[config.mk]
export PLATFORM = sky130hd
export DESIGN_NAME = kd_stream_loader
export DESIGN_NICKNAME = d
export VERILOG_FILES = /design/src/rtl/kd_stream_loader.sv
export SDC_FILE = /design/constraint.sdc
export NUM_CORES = 1
export LEC_CHECK = 0
export ABC_CLOCK_PERIOD_IN_PS = 5880
export BUFFER_PORTS_ARGS = -buffer_cell sky130_fd_sc_hd__buf_2
export CORE_MARGIN = 2
export CORE_UTILIZATION = 60
export DETAILED_ROUTE_END_ITERATION = 12
export GPL_TIMING_DRIVEN = 0
export PLACE_DENSITY = 0.85
export SLEW_MARGIN = 15
export SYNTH_ARGS = -nofsm -noshare
export SYNTH_HDL_FRONTEND = slang
export SYNTH_SLANG_ARGS = --single-unit
[constraint.sdc]
create_clock -name wb_clk_i -period 5.88 [get_ports wb_clk_i]
set_clock_uncertainty 0.2 [all_clocks]
set_input_delay 0.588 -clock wb_clk_i [delete_from_list [all_inputs] [get_ports wb_clk_i]]
set_output_delay 0.588 -clock wb_clk_i [all_outputs]
set_load 0.01 [all_outputs]
[src/rtl/kd_stream_loader.sv]
// kd_stream_loader: drains the serial input FIFO after a load_kdtree pulse and
// distributes the words into the internal-node, leaf and query memories.
// The stream is split into three back-to-back sections (nodes, leaves, queries).
// load_done is raised once the last query has been written.
//
// state     | meaning
// ----------+-------------------------------------------------------------
// S_IDLE    | waiting for load_kdtree, FIFO untouched
// S_NODES   | (idx, median) word pairs -> node memory
// S_LEAVES  | 5 patch words + 1 patch index per slot -> leaf memory
// S_QUERIES | 5 patch words per query -> query memory
// S_DONE    | load complete, load_done high, FIFO untouched
module kd_stream_loader #(
   parameter int DATA_WIDTH   = 11,
   parameter int PATCH_SIZE   = 5,
   parameter int LEAF_SIZE    = 8,
   parameter int NUM_LEAVES   = 64,
   parameter int NUM_QUERYS   = 494,
   parameter int LEAF_ADDR_W  = $clog2(NUM_LEAVES*LEAF_SIZE),
   parameter int NODE_ADDR_W  = $clog2(NUM_LEAVES),
   parameter int QUERY_ADDR_W = $clog2(NUM_QUERYS)
) (
   input  logic                             wb_clk_i,
   input  logic                             wb_rst_i,
   input  logic                             load_kdtree,
   input  logic [DATA_WIDTH-1:0]            in_fifo_rdata,
   input  logic                             in_fifo_rempty_n,
   output logic                             in_fifo_deq,
   output logic                             node_wen,
   output logic [NODE_ADDR_W-1:0]           node_addr,
   output logic [DATA_WIDTH-1:0]            node_idx,
   output logic [DATA_WIDTH-1:0]            node_median,
   output logic                             leaf_wen,
   output logic [LEAF_ADDR_W-1:0]           leaf_addr,
   output logic [PATCH_SIZE*DATA_WIDTH-1:0] leaf_wdata,
   output logic [DATA_WIDTH-1:0]            leaf_pidx,
   output logic                             query_wen,
   output logic [QUERY_ADDR_W-1:0]          query_addr,
   output logic [PATCH_SIZE*DATA_WIDTH-1:0] query_wdata,
   output logic                             busy,
   output logic                             load_done
);

   localparam int NUM_NODES   = NUM_LEAVES - 1;
   localparam int NUM_PATCHES = NUM_LEAVES * LEAF_SIZE;
   localparam int PATCH_W     = PATCH_SIZE * DATA_WIDTH;
   localparam int SUB_W       = $clog2(PATCH_SIZE + 1);
   // One item counter is shared by all sections, so it must fit the widest address.
   localparam int CNT_W       = (LEAF_ADDR_W > QUERY_ADDR_W) ? LEAF_ADDR_W : QUERY_ADDR_W;

   typedef enum logic [2:0] {
      S_IDLE,
      S_NODES,
      S_LEAVES,
      S_QUERIES,
      S_DONE
   } state_t;

   state_t             state;
   state_t             state_next;
   logic [SUB_W-1:0]   sub;
   logic [CNT_W-1:0]   cnt;
   logic [DATA_WIDTH-1:0] idx_lat;
   logic [PATCH_W-1:0] patch_sr;
   logic [PATCH_W-1:0] patch_shift;
   logic               item_end;
   logic               seq_end;

   assign busy        = (state == S_NODES) || (state == S_LEAVES) || (state == S_QUERIES);
   assign in_fifo_deq = in_fifo_rempty_n & busy;

   // New words enter at the top so that word 0 ends up in the LSBs after a full patch.
   assign patch_shift = {in_fifo_rdata, patch_sr[PATCH_W-1:DATA_WIDTH]};

   // Flag the last word of the current item and of the whole section.
   always_comb begin
      item_end = 1'b0;
      seq_end  = 1'b0;
      case (state)
         S_NODES: begin
            item_end = (sub == SUB_W'(1));
            seq_end  = item_end && (cnt == CNT_W'(NUM_NODES - 1));
         end
         S_LEAVES: begin
            item_end = (sub == SUB_W'(PATCH_SIZE));
            seq_end  = item_end && (cnt == CNT_W'(NUM_PATCHES - 1));
         end
         S_QUERIES: begin
            item_end = (sub == SUB_W'(PATCH_SIZE - 1));
            seq_end  = item_end && (cnt == CNT_W'(NUM_QUERYS - 1));
         end
         default: begin
            item_end = 1'b0;
            seq_end  = 1'b0;
         end
      endcase
   end

   // Next state: a start pulse always wins, otherwise advance at section end.
   always_comb begin
      state_next = state;
      if (load_kdtree) begin
         state_next = S_NODES;
      end else if (in_fifo_deq && seq_end) begin
         case (state)
            S_NODES:   state_next = S_LEAVES;
            S_LEAVES:  state_next = S_QUERIES;
            S_QUERIES: state_next = S_DONE;
            default:   state_next = state;
         endcase
      end
   end

   // State register.
   always_ff @(posedge wb_clk_i) begin
      if (wb_rst_i) begin
         state <= S_IDLE;
      end else begin
         state <= state_next;
      end
   end

   // Counters, assembly registers and the registered memory write ports.
   always_ff @(posedge wb_clk_i) begin
      if (wb_rst_i) begin
         sub         <= '0;
         cnt         <= '0;
         idx_lat     <= '0;
         patch_sr    <= '0;
         node_wen    <= 1'b0;
         node_addr   <= '0;
         node_idx    <= '0;
         node_median <= '0;
         leaf_wen    <= 1'b0;
         leaf_addr   <= '0;
         leaf_wdata  <= '0;
         leaf_pidx   <= '0;
         query_wen   <= 1'b0;
         query_addr  <= '0;
         query_wdata <= '0;
         load_done   <= 1'b0;
      end else begin
         node_wen  <= 1'b0;
         leaf_wen  <= 1'b0;
         query_wen <= 1'b0;
         // Rises one cycle after entering DONE, i.e. after the final query strobe.
         load_done <= (state == S_DONE) && !load_kdtree;
         if (load_kdtree) begin
            // Restart drops any partial item; a word popped on this edge is node word 0.
            sub <= '0;
            cnt <= '0;
            if (in_fifo_deq) begin
               idx_lat <= in_fifo_rdata;
               sub     <= SUB_W'(1);
            end
         end else if (in_fifo_deq) begin
            sub <= item_end ? '0 : sub + SUB_W'(1);
            if (item_end) begin
               cnt <= seq_end ? '0 : cnt + CNT_W'(1);
            end
            case (state)
               S_NODES: begin
                  if (!item_end) begin
                     idx_lat <= in_fifo_rdata;
                  end else begin
                     node_wen    <= 1'b1;
                     node_addr   <= cnt[NODE_ADDR_W-1:0];
                     node_idx    <= idx_lat;
                     node_median <= in_fifo_rdata;
                  end
               end
               S_LEAVES: begin
                  if (!item_end) begin
                     patch_sr <= patch_shift;
                  end else begin
                     leaf_wen   <= 1'b1;
                     leaf_addr  <= cnt[LEAF_ADDR_W-1:0];
                     leaf_wdata <= patch_sr;
                     leaf_pidx  <= in_fifo_rdata;
                  end
               end
               S_QUERIES: begin
                  if (!item_end) begin
                     patch_sr <= patch_shift;
                  end else begin
                     query_wen   <= 1'b1;
                     query_addr  <= cnt[QUERY_ADDR_W-1:0];
                     query_wdata <= patch_shift;
                  end
               end
               default: begin
               end
            endcase
         end
      end
   end

endmodule

Yosys cells after proc, flatten, opt, wreduce, memory -nomap -nowiden
Cells that the tools add are included.
{"block": "totals", "ff_bits": 252, "latchBits": 0, "ramBits": 0, "romBits": 0, "in_bits": 15, "output_inout_bits": 173, "elab_cells": 80, "mem_count": 0}
{"block": "op_classes", "n_addsub": 2, "n_mul": 0, "div_mod_pow": 0, "n_lt_le_gt_ge": 0, "eq_ne": 11, "shifts": 0, "muxes": 16, "n_bitwise": 7, "n_reduce_logical": 26}
{"op": "11-bit 2-to-1 mux", "n": 5}
{"op": "9-bit equality test (second input constant)", "n": 2}
{"op": "4-bit AND reduction", "n": 4}
{"op": "4-bit OR reduction", "n": 3}
{"op": "9-bit by 1-bit adder with 9-bit output (second input constant)", "n": 1}
{"op": "3-bit equality test (second input constant)", "n": 3}
{"op": "9-bit by 6-bit equality test with 1-bit output (second input constant)", "n": 1}
{"op": "3-bit 2-to-1 mux", "n": 3}
{"op": "9-bit 2-to-1 mux", "n": 1}
{"op": "3-bit one-hot mux with 3 select lines", "n": 1}
{"op": "3-bit by 1-bit equality test with 1-bit output (second input constant)", "n": 2}
{"op": "3-bit by 2-bit equality test with 1-bit output (second input constant)", "n": 2}
{"op": "1-bit inverter", "n": 6}
{"op": "1-bit one-hot mux with 3 select lines", "n": 2}
{"op": "2-bit AND reduction", "n": 3}
{"op": "2-bit nonzero test", "n": 3}
{"op": "1-bit logical AND", "n": 5}
{"op": "1-bit 2-to-1 mux", "n": 4}
{"op": "4-bit nonzero test", "n": 1}
{"op": "2-bit OR reduction", "n": 2}
{"op": "3-bit by 1-bit adder with 3-bit output (second input constant)", "n": 1}
{"op": "3-bit AND reduction", "n": 1}
{"op": "3-bit nonzero test", "n": 1}
{"op": "1-bit logical OR", "n": 2}
{"op": "other kinds (3)", "n": 3}

Depth between registers and ports, before layout
Gate-level depths: netlist (run 1).
{"block": "depth", "ltp_word": 7, "mapped_depth": 9, "ltp_nobuf": 7}

Worst setup path before layout (run 1)
OpenSTA, ideal clock, no wires.
{"block": "synth_timing", "path_type": "input-to-reg", "from": "input port in_fifo_rempty_n", "to": "register cnt[7]", "setup_time_ps": 86, "arrival_time_ps": 2018, "required_ps": 5594, "slack_ps": 3577, "path_stages": 5, "path_buffers": 1, "cell_sequence": "buf_2 -> inv_1 -> or4_1 -> or4_1 -> a211oi_1"}
{"block": "synth_between", "elab_chain_cells": 2}
{"element": "start: declaration", "line": "27", "text": "input logic in_fifo_rempty_n,"}
{"element": "1-bit bitwise AND", "line": "70", "text": "assign in_fifo_deq = in_fifo_rempty_n & busy;"}
{"element": "2-bit AND reduction (no source line)"}
{"element": "end signal: assignment", "line": "159", "text": "cnt <= seq_end ? '0 : cnt + CNT_W'(1);"}
{"element": "end: declaration", "line": "62", "text": "logic [CNT_W-1:0] cnt;"}
Every way passes these cells.
A chain may end at the register's enable or synchronous reset.

Worst setup path in the final report (run 1)
{"block": "layout_timing", "from": "register state[2]", "to": "output port in_fifo_deq"}
{"block": "layout_between", "elab_chain_cells": 4, "word_cells_on_any_way": 6, "classes_between": "3 x eq/ne; 1 x bitwise; 2 x reduce/logical"}
{"element": "start: declaration", "line": "59", "text": "state_t state;"}
{"element": "start signal: assignment", "line": "119", "text": "state <= state_next;"}
{"element": "3-bit by 1-bit equality test with 1-bit output or 3-bit by 2-bit equality test with 1-bit output (tied branches)", "line": "69", "text": "assign busy = (state == S_NODES) || (state == S_LEAVES) || (state == S_QUERIES);"}
{"element": "1-bit logical OR", "line": "69"}
{"element": "1-bit logical OR *", "line": "69"}
{"element": "1-bit bitwise AND *", "line": "70"}
{"element": "end: declaration", "line": "28", "text": "output logic in_fifo_deq,"}
Mark *: on every way between the ends. The rest lies on a longest branch, timed or not.

==> out/metrics.yaml, run 1 <==
grt:
  track_usage: 0.300
  grt_pass1_wl_um: 43900
  antenna_found_initial: 0
  grt_pass1_vias: 8397
  grt-ovfl-total: 0
  grt_start_max_net_pins: 15
critical_path:
  path_cells: "clkbuf_1, o21ba_2, nand2_1, buf_2, clkinv_1, clkbuf_1, buf_2"
  cp-end-kind: "output port"
  crit_fanout: 10
  cp_top_family: "buffers and inverters"
  cp.required_ns: 5.09
  cp_slowest_cell: "clkbuf_1"
  start_kind: "register"
  crit_buf_inv: 5
  crit_path_max_incr_delay_ns: 0.35
  critical_path_class: "reg2out"
  arrival_ns: 2.73
power_and_ir_drop:
  p_leak_uw: 0.00546
  clkPwrFrac: 0.485
  swShare: 0.207
  powerDensity_nw_per_um2: 285
  switching_power_uw: 734
  combPwrFrac: 0.032
  ir_drop_mv: 0.246
  internal_power_uw: 2810
  p_seq_frac: 0.483
sta:
  final.min_clock_period_ns: 3.52
  rsz0062_at_grt: "no"
  relSlewSlack: 0.408
  drv_slew: 0
  fmax_ghz: 0.284
  period_share: 0.598
  hold_viol_final: 0
  worst_pin_slew_ns: 0.888
  finalSetupTns_ns: 0
  setup_viol: 0
drt:
  drt_pre_antenna_iters: 8
  drc_errors: 0
  wl_per_cell_um: 18.1
  wl_um: 27900
  drtAntennaViolNets: 0
  via_per_inst: 5.66
  drt_iter0_markers: 688
  num_vias: 8710
die:
  floorplan.initialDensity: 0.607
  die_w_um: 135
  die_h_um: 135
  rows: 48
  io_pins: 188
  die_area_um2: 18300
  core_area_um2: 17100
cts:
  cts-root-buf: "clkbuf_16"
  clock_latency_ns: 0.52
  postCtsSetupBuffers: 0
  clock_path_buffers: 3
  numCtsBuffers: 25
  h-tree-depth: 1
  cts_tree: "done"
  cts_sinks: 252
  cts.reportedPaths.clkPinSlew_ns: 0.06
  cts-hold-fix-buffers: 0
  cts-resized-gates: 0
yosys:
  synth-async-reset-ratio: 0
  syn-num-nets: 1111
  synth_cells: 1089
  synth_edf_count: 0
  yosysTopAreaCell: "dfxtp_1"
  avgSynthCellArea_um2: 9.51
  synth_top_area_frac: 0.487
  ys_ff_latch: 252
  ys_seq_area_frac: 0.487
  synth_ff_type: "dfxtp_1"
  synthTopCellsByArea: "dfxtp_1, mux2i_1, nand2b_1"
  yosys.cell_types.count: 46
  synth_area_um2: 10400
  yosys_warnings: 0
cells_and_area:
  synthToLayoutAreaGrowth_pct: 20.2
  layout_commonest_cell: "dfxtp_1"
  n_antenna_cell: 0
  layout-drive-gt1-share: 0.192
  layout.cells.most_common_list: "dfxtp_1, buf_2, nand2b_1"
  nets: 1323
  fill_cells: 1225
  final_area_um2: 12400
run:
  maxCapViolCount: 0
placed_design:
  hpwl_um: 19700
  port_buffers: 185
  globalplace.congestion: 0.952
  place_area_um2: 11600
min_path:
  hp-class: "in2reg"
run_status:
  status: "completed"
==> power by group through the flow <==
stage               combinational (uW)  clock (uW)  sequential [uW]
floorplan                         70.3           0             1750
global placement                   111           0             1750
CTS                                112        1730             1710
finish                             114        1720             1710
global route                       122        1790             1710
detailed placement                 111           0             1750
==> layout make-up <==
cell class                      count  area (um2)  area share
Sequential cell                   252        5040       0.405
Multi-Input combinational cell    740        4890       0.393
Timing Repair Buffer              185         926      0.0744
Clock buffer                       32         712      0.0572
Buffer                             88         389      0.0313
Tap cell                          225         282      0.0226
Clock inverter                      8         169      0.0136
Inverter                            9        33.8     0.00271
==> path summary, 6_finish.rpt <==
path	from	end	slack, ns	cells after the start
max	state[2]	in_fifo_deq	2.36	7
min	in_fifo_rdata[10]	idx_lat[10]	0.17	3
max reg2reg	sub[0]	leaf_addr[3]	2.88	8
min reg2reg	query_wdata[36]	query_wdata[36]	0.27	2
==> flip-flops by register name (all words and copies together) (netlist names), 6 cells and up <==
name	flops
cnt	9
idx_lat	11
leaf_addr	9
leaf_pidx	11
leaf_wdata	55
node_addr	6
node_idx	11
node_median	11
patch_sr	55
query_addr	9
query_wdata	55
==> kinds of logic after synthesis <==
group | count (synthesis) | synth area share
compound gates | 206 | 0.107
fa+ha+maj | 7 | 0.00846
mux | 148 | 0.143
buf+inv | 97 | 0.0408
flops | 252 | 0.487
simple gates | 379 | 0.213
==> stage by stage <==
stage / instances / setup slack (ns) / power, uW / util / hold WS [ns]
6_report: 1539 / 2.36 / 3550 / 0.730 / 0.172
5_1_grt: 1539 / 2.23 / 3620 / 0.730 / 0.173
3_3_place_gp: 1499 / 2.60 / 1860 / 0.678 / 0.256
2_1_floorplan: 1089 / 3.58 / 1820 / - / 0.248
4_1_cts: 1539 / 2.39 / 3550 / 0.730 / 0.163
3_5_place_dp: 1499 / 2.64 / 1860 / 0.678 / 0.259
==> cell usage after synthesis (3+ instances only) <==
| cell | number |
|---|---|
| ha_1 | 7 |
| or4_1 | 7 |
| nand2_1 | 10 |
| inv_1 | 8 |
| nor3_1 | 4 |
| nor2_1 | 61 |
| buf_4 | 5 |
| nand4_1 | 3 |
| nand2b_1 | 179 |
| clkbuf_1 | 66 |
| o31ai_1 | 5 |
| a211oi_1 | 9 |
| nand3_1 | 17 |
| o21ai_0 | 163 |
| buf_6 | 3 |
| mux2i_1 | 148 |
| nor3b_1 | 3 |
| dfxtp_1 | 252 |
| nor2b_1 | 77 |
| buf_2 | 14 |
| a21oi_1 | 16 |
==> worst min-delay path, stage by stage <==
cell and delay, ns:
buf_2 0.14, nand3_1 0.07, a21oi_1 0.05
==> layer usage <==
metal | GRT usage | vias up | routed length (um)
met1 | 0.413 | 4128 | 12100
met5 | 0 | - | 0
li1 | - | 4120 | -
met2 | 0.480 | 400 | 12800
met4 | 0.108 | 0 | 801
met3 | 0.0490 | 62 | 2220
No activity file was read; power rests on OpenSTA's default activity.
==> run 2, diff against run 1 <==
Settings changed: ABC_CLOCK_PERIOD_IN_PS 5880 to 3500, CORE_UTILIZATION 60 to 56, PLACE_DENSITY 0.85 to 0.8.
Clock period 5.88 ns to 3.5 ns, I/O delays scaled along.
==> out/metrics.yaml, run 2 (same netlist as run 1, synthesis figures left out) <==
min_path:
  hold_depth: 3  # unchanged
  hp-start: "load_kdtree"  # was in_fifo_rdata[10]
  worstHoldEndpoint: "sub[0]"  # was idx_lat[10]
  hp-class: "in2reg"  # unchanged
cts:
  cts.reportedPaths.clkPinSlew_ns: 0.06  # about the same
  cts_tree: "done"  # unchanged
  cts_sinks: 252  # unchanged
  numCtsBuffers: 25  # unchanged
  clock_path_buffers: 3  # unchanged
  h-tree-depth: 1  # unchanged
  postCtsSetupBuffers: 0  # unchanged
  cts-root-buf: "clkbuf_16"  # unchanged
  clock_latency_ns: 0.52  # about the same
drt:
  wl_per_cell_um: 18.2  # was 18.1 um
  via_per_inst: 5.54  # was 5.66
  drtAntennaViolNets: 0  # unchanged
  wl_um: 28400  # was 27900 um
  drt_iter0_markers: 581  # was 688
  drt_pre_antenna_iters: 5  # was 8
  drc_errors: 0  # unchanged
  num_vias: 8632  # was 8710
critical_path:
  cp_slowest_cell: "clkbuf_1"  # unchanged
  cp-end-kind: "output port"  # unchanged
  critical_path_class: "reg2out"  # unchanged
  r2r_start: "sub[0]"  # unchanged
  r2r_end: "leaf_addr[0]"  # was leaf_addr[3]
  arrival_ns: 2.67  # was 2.73 ns
  worstRegToRegCells: 8  # unchanged
  path_cells: "clkbuf_1, o21ba_2, nand2_1, buf_2, clkinv_1, clkbuf_1, buf_2"  # unchanged
  crit_fanout: 10  # unchanged
  start_kind: "register"  # unchanged
  cp.required_ns: 2.95  # was 5.09 ns
  ff2ff_setup_slack_ns: 0.46  # was 2.88 ns
  crit_path_max_incr_delay_ns: 0.34  # was 0.35 ns
cells_and_area:
  nets: 1335  # was 1323
  layout.cells.most_common_list: "dfxtp_1, buf_2, nand2b_1"  # unchanged
  layout_commonest_cell: "dfxtp_1"  # unchanged
  regArea_um2: 5040  # unchanged
  stdcell_count: 1558  # was 1539
  layout-drive-gt1-share: 0.187  # was 0.192
  final_area_um2: 12500  # was 12400 um2
  fill_cells: 1437  # was 1225
  n_antenna_cell: 0  # unchanged
  synthToLayoutAreaGrowth_pct: 21.0  # was 20.2%
  multi_input_area_um2: 4890  # unchanged
  reg.largest.list: "leaf_wdata (55), patch_sr (55), query_wdata (55)"  # unchanged
placed_design:
  hpwl_um: 19900  # was 19700 um
  globalplace.congestion: 0.938  # was 0.952
  dp_cells: 1503  # was 1499
  pre_cts_ws_ns: 0.389  # was 2.64 ns
  place_area_um2: 11600  # about the same
  port_buffers: 185  # unchanged
grt:
  grt_pass1_wl_um: 44900  # was 43900 um
  grt_start_max_net_pins: 14  # was 15
  antenna_found_initial: 0  # unchanged
  grt_pass1_vias: 8352  # was 8397
  track_usage: 0.283  # was 0.300
  grt-ovfl-total: 0  # unchanged
run_status:
  status: "completed"  # unchanged
sta:
  worst_pin_slew_ns: 0.906  # was 0.888 ns
  relSlewSlack: 0.396  # was 0.408
  fmax_ghz: 0.311
  layout_setup_ws_ns: 0.280  # was 2.36 ns
  period_share: 0.920
  rsz0062_at_grt: "no"  # unchanged
  drv_slew: 0  # unchanged
  hold_viol_final: 0  # unchanged
  finalSetupTns_ns: 0  # unchanged
  final.min_clock_period_ns: 3.22
  setup_viol: 0  # unchanged
power_and_ir_drop:
  clkPwrFrac: 0.472  # was 0.485
  switching_power_uw: 1230  # was 734 uW
  internal_power_uw: 4600  # was 2810 uW
  combPwrFrac: 0.035  # was 0.032
  ir_drop_mv: 0.409  # was 0.246 mV
  p_seq_frac: 0.493  # was 0.483
  swShare: 0.211  # was 0.207
  powerDensity_nw_per_um2: 466  # was 285 nW/um2
  p_leak_uw: 0.00549  # was 0.00546 uW
die:
  die_w_um: 140  # was 135 um
  die_area_um2: 19600  # was 18300 um2
  io_pins: 188  # unchanged
  core_area_um2: 18000  # was 17100 um2
  die_h_um: 140  # was 135 um
  rows: 49  # was 48
  floorplan.initialDensity: 0.575  # was 0.607
run:
  maxCapViolCount: 0  # unchanged
[run 2: cell count changes in the layout (fill, tap and decap cells not counted)]
cell / before / now
inv_6: 0 / 1
clkinv_4: 1 / 0
dlygate4sd3_1: 0 / 12
bufinv_16: 5 / 3
clkbuf_1: 67 / 73
clkinv_2: 2 / 1
[run 2: layout make-up]
cell class,count,area share
Tap cell,229,0.0229
Sequential cell,252,0.403
Multi-Input combinational cell,740,0.390
Inverter,9,0.00270
Timing Repair Buffer,197,0.0835
Clock inverter,5,0.00829
Buffer,88,0.0311
Clock buffer,38,0.0586
[run 2: how the worst max path moves through the flow]
stage          startpoint          end  depth (start not counted)
2_1_floorplan      cnt[1]       cnt[7]                          5
3_3_place_gp     wb_rst_i     leaf_wen                          5
3_5_place_dp     wb_rst_i     leaf_wen                          5
4_1_cts          state[2]  in_fifo_deq                          7
5_1_grt          state[2]  in_fifo_deq                          7
6_report         state[2]  in_fifo_deq                          7
[run 2: repair_timing]
| item | 4_1_cts | 5_1_grt |
|---|---|---|
| resized for setup | 0 | 0 |
| endpoints found under the hold margin | 22 | 0 |
| hold buffers | 12 | 0 |
[run 2: per-stage QoR]
stage | total power (uW) | hold WS (ns) | utilization
2_1_floorplan | 3060 | 0.248 | -
3_3_place_gp | 3130 | 0.257 | 0.642
3_5_place_dp | 3130 | 0.257 | 0.642
5_1_grt | 5980 | 0.0346 | 0.695
4_1_cts | 5850 | 0.0152 | 0.695
6_report | 5840 | 0.0303 | 0.695
[run 2: per-layer routing]
metal	GRT usage	wire length, um	vias to the layer above
li1	-	-	4129
met5	0	0	-
met3	0.0424	2030	45
met2	0.459	13100	339
met4	0.0737	596	0
met1	0.397	12700	4119
[run 2: power by group through the flow]
stage,combinational [uW],clock [uW],sequential [uW]
CTS,199,2770,2880
finish,203,2760,2880
global route,217,2890,2880
floorplan,118,0,2940
global placement,187,0,2940
detailed placement,186,0,2940
[run 2: critical path, delay by kind of cell, from the launching register on]
kind	cells	cell delay [ns]
AO/OA/AOI/OAI	1	0.25
buffers and inverters	5	1.46
flip-flops	1	0.30
AND/OR/NAND/NOR	1	0.12
==> run 3, diff against run 2 <==
Settings changed: HOLD_SLACK_MARGIN from default to 0.06.
==> out/metrics.yaml, run 3 (same netlist as run 1, synthesis figures left out) <==
grt:
  grt-ovfl-total: 0  # unchanged
  grt_pass1_vias: 8369  # was 8352
  grt_start_max_net_pins: 14  # unchanged
  grt_pass1_wl_um: 45000  # was 44900 um
  track_usage: 0.283  # about the same
  antenna_found_initial: 0  # unchanged
sta:
  relSlewSlack: 0.385  # was 0.396
  rsz0062_at_grt: "no"  # unchanged
  fmax_ghz: 0.311  # about the same
  hold_viol_final: 0  # unchanged
  period_share: 0.919  # was 0.920
  drv_slew: 0  # unchanged
  final.min_clock_period_ns: 3.22  # about the same
  setup_viol: 0  # unchanged
  finalSetupTns_ns: 0  # unchanged
  worst_pin_slew_ns: 0.923  # was 0.906 ns
cells_and_area:
  layout.cells.most_common_list: "dfxtp_1, buf_2, nand2b_1"  # unchanged
  fill_cells: 1437  # unchanged
  reg.largest.list: "leaf_wdata (55), patch_sr (55), query_wdata (55)"  # unchanged
  layout_commonest_cell: "dfxtp_1"  # unchanged
  n_antenna_cell: 0  # unchanged
  layout-drive-gt1-share: 0.187  # about the same
  synthToLayoutAreaGrowth_pct: 21.1  # was 21.0%
  final_area_um2: 12500  # about the same
  nets: 1336  # was 1335
cts:
  cts-resized-gates: 0  # unchanged
  clock_path_buffers: 3  # unchanged
  clock_latency_ns: 0.52  # about the same
  h-tree-depth: 1  # unchanged
  cts-root-buf: "clkbuf_16"  # unchanged
  numCtsBuffers: 25  # unchanged
  cts-hold-fix-buffers: 13  # was 12
  cts.reportedPaths.clkPinSlew_ns: 0.06  # about the same
  postCtsSetupBuffers: 0  # unchanged
  cts_sinks: 252  # unchanged
  cts_tree: "done"  # unchanged
critical_path:
  cp-end-kind: "output port"  # unchanged
  arrival_ns: 2.67  # about the same
  crit_fanout: 10  # unchanged
  ff2ff_setup_slack_ns: 0.46  # about the same
  start_kind: "register"  # unchanged
  r2r_start: "sub[0]"  # unchanged
  worstRegToRegCells: 8  # unchanged
  r2r_end: "leaf_addr[0]"  # unchanged
  cp.required_ns: 2.95  # about the same
  critical_path_class: "reg2out"  # unchanged
placed_design:
  place_area_um2: 11600  # unchanged
  hpwl_um: 19900  # unchanged
  globalplace.congestion: 0.938  # unchanged
  port_buffers: 185  # unchanged
drt:
  wl_um: 28300  # was 28400 um
  wl_per_cell_um: 18.2  # about the same
  drt_iter0_markers: 627  # was 581
  drt_pre_antenna_iters: 5  # unchanged
  drtAntennaViolNets: 0  # unchanged
  via_per_inst: 5.53  # was 5.54
  drc_errors: 0  # unchanged
  num_vias: 8623  # was 8632
die:
  die_h_um: 140  # unchanged
  rows: 49  # unchanged
  io_pins: 188  # unchanged
  floorplan.initialDensity: 0.575  # unchanged
  core_area_um2: 18000  # unchanged
  die_area_um2: 19600  # unchanged
  die_w_um: 140  # unchanged
power_and_ir_drop:
  combPwrFrac: 0.035  # about the same
  swShare: 0.210  # was 0.211
  clkPwrFrac: 0.472  # about the same
  p_seq_frac: 0.494  # was 0.493
  p_leak_uw: 0.00549  # about the same
  internal_power_uw: 4610  # was 4600 uW
  switching_power_uw: 1220  # was 1230 uW
  powerDensity_nw_per_um2: 465  # was 466 nW/um2
  ir_drop_mv: 0.406  # was 0.409 mV
min_path:
  hold_depth: 2  # was 3
  worstHoldEndpoint: "node_idx[1]"  # was sub[0]
  hp-class: "reg2reg"  # was in2reg
  hp-start: "idx_lat[1]"  # was load_kdtree
run_status:
  status: "completed"  # unchanged
run:
  maxCapViolCount: 0  # unchanged
-- run 3: changes by cell type in the layout (fill, tap and decap cells not counted), sizes merged --
| cell | change |
|---|---|
| dlygate4sd3 | +1 |
-- run 3: worst max-delay path by stage --
| stage | start | end | cells past startpoint |
|---|---|---|---|
| 6_report | state[2] | in_fifo_deq | 7 |
| 5_1_grt | state[2] | in_fifo_deq | 7 |
| 4_1_cts | state[2] | in_fifo_deq | 7 |
| 3_5_place_dp | wb_rst_i | leaf_wen | 5 |
| 3_3_place_gp | wb_rst_i | leaf_wen | 5 |
| 2_1_floorplan | cnt[1] | cnt[7] | 5 |
-- run 3: power groups by stage --
stage                     clock (uW)  sequential (uW)  combinational (uW)
after detailed placement           0             2940                 186
after floorplan                    0             2940                 118
after CTS                       2770             2880                 200
after global placement             0             2940                 187
after global routing            2890             2880                 218
final                           2750             2880                 203
-- run 3: critical path, stage by stage (launching register included) --
cell      delay [ns]
dfxtp_1         0.30
clkbuf_1        0.33
o21ba_2         0.25
nand2_1         0.12
buf_2           0.25
clkinv_1        0.32
clkbuf_1        0.34
buf_2           0.23
-- run 3: final cells by class --
| cell class | instances | area (um2) | share of cell area |
|---|---|---|---|
| clock inverters | 5 | 104 | 0.00828 |
| clock buffers | 38 | 734 | 0.0586 |
| well taps | 229 | 287 | 0.0229 |
| plain buffers | 88 | 389 | 0.0310 |
| repair buffers | 198 | 1060 | 0.0842 |
| flip-flops and latches | 252 | 5040 | 0.402 |
| inverters | 9 | 33.8 | 0.00269 |
| multi-input cells | 740 | 4890 | 0.390 |
-- run 3: metal layers --
layer,vias to the layer above,part of all wire,wire length (um),track usage
met4,0,0.023,660,0.0768
met2,337,0.46,13100,0.458
li1,4135,-,-,-
met3,53,0.071,2000,0.0424
met5,-,0,0,0
met1,4098,0.44,12600,0.397
-- run 3: metrics by stage --
stage	std cells	utilization	worst slack, ns	total power, uW	hold slack (ns)
after floorplan	1089	-	1.24	3060	0.248
after global placement	1503	0.642	0.419	3130	0.257
after detailed placement	1503	0.642	0.389	3130	0.257
after CTS	1559	0.696	0.314	5850	0.270
after global routing	1559	0.696	0.154	5980	0.290
final	1559	0.696	0.284	5830	0.268
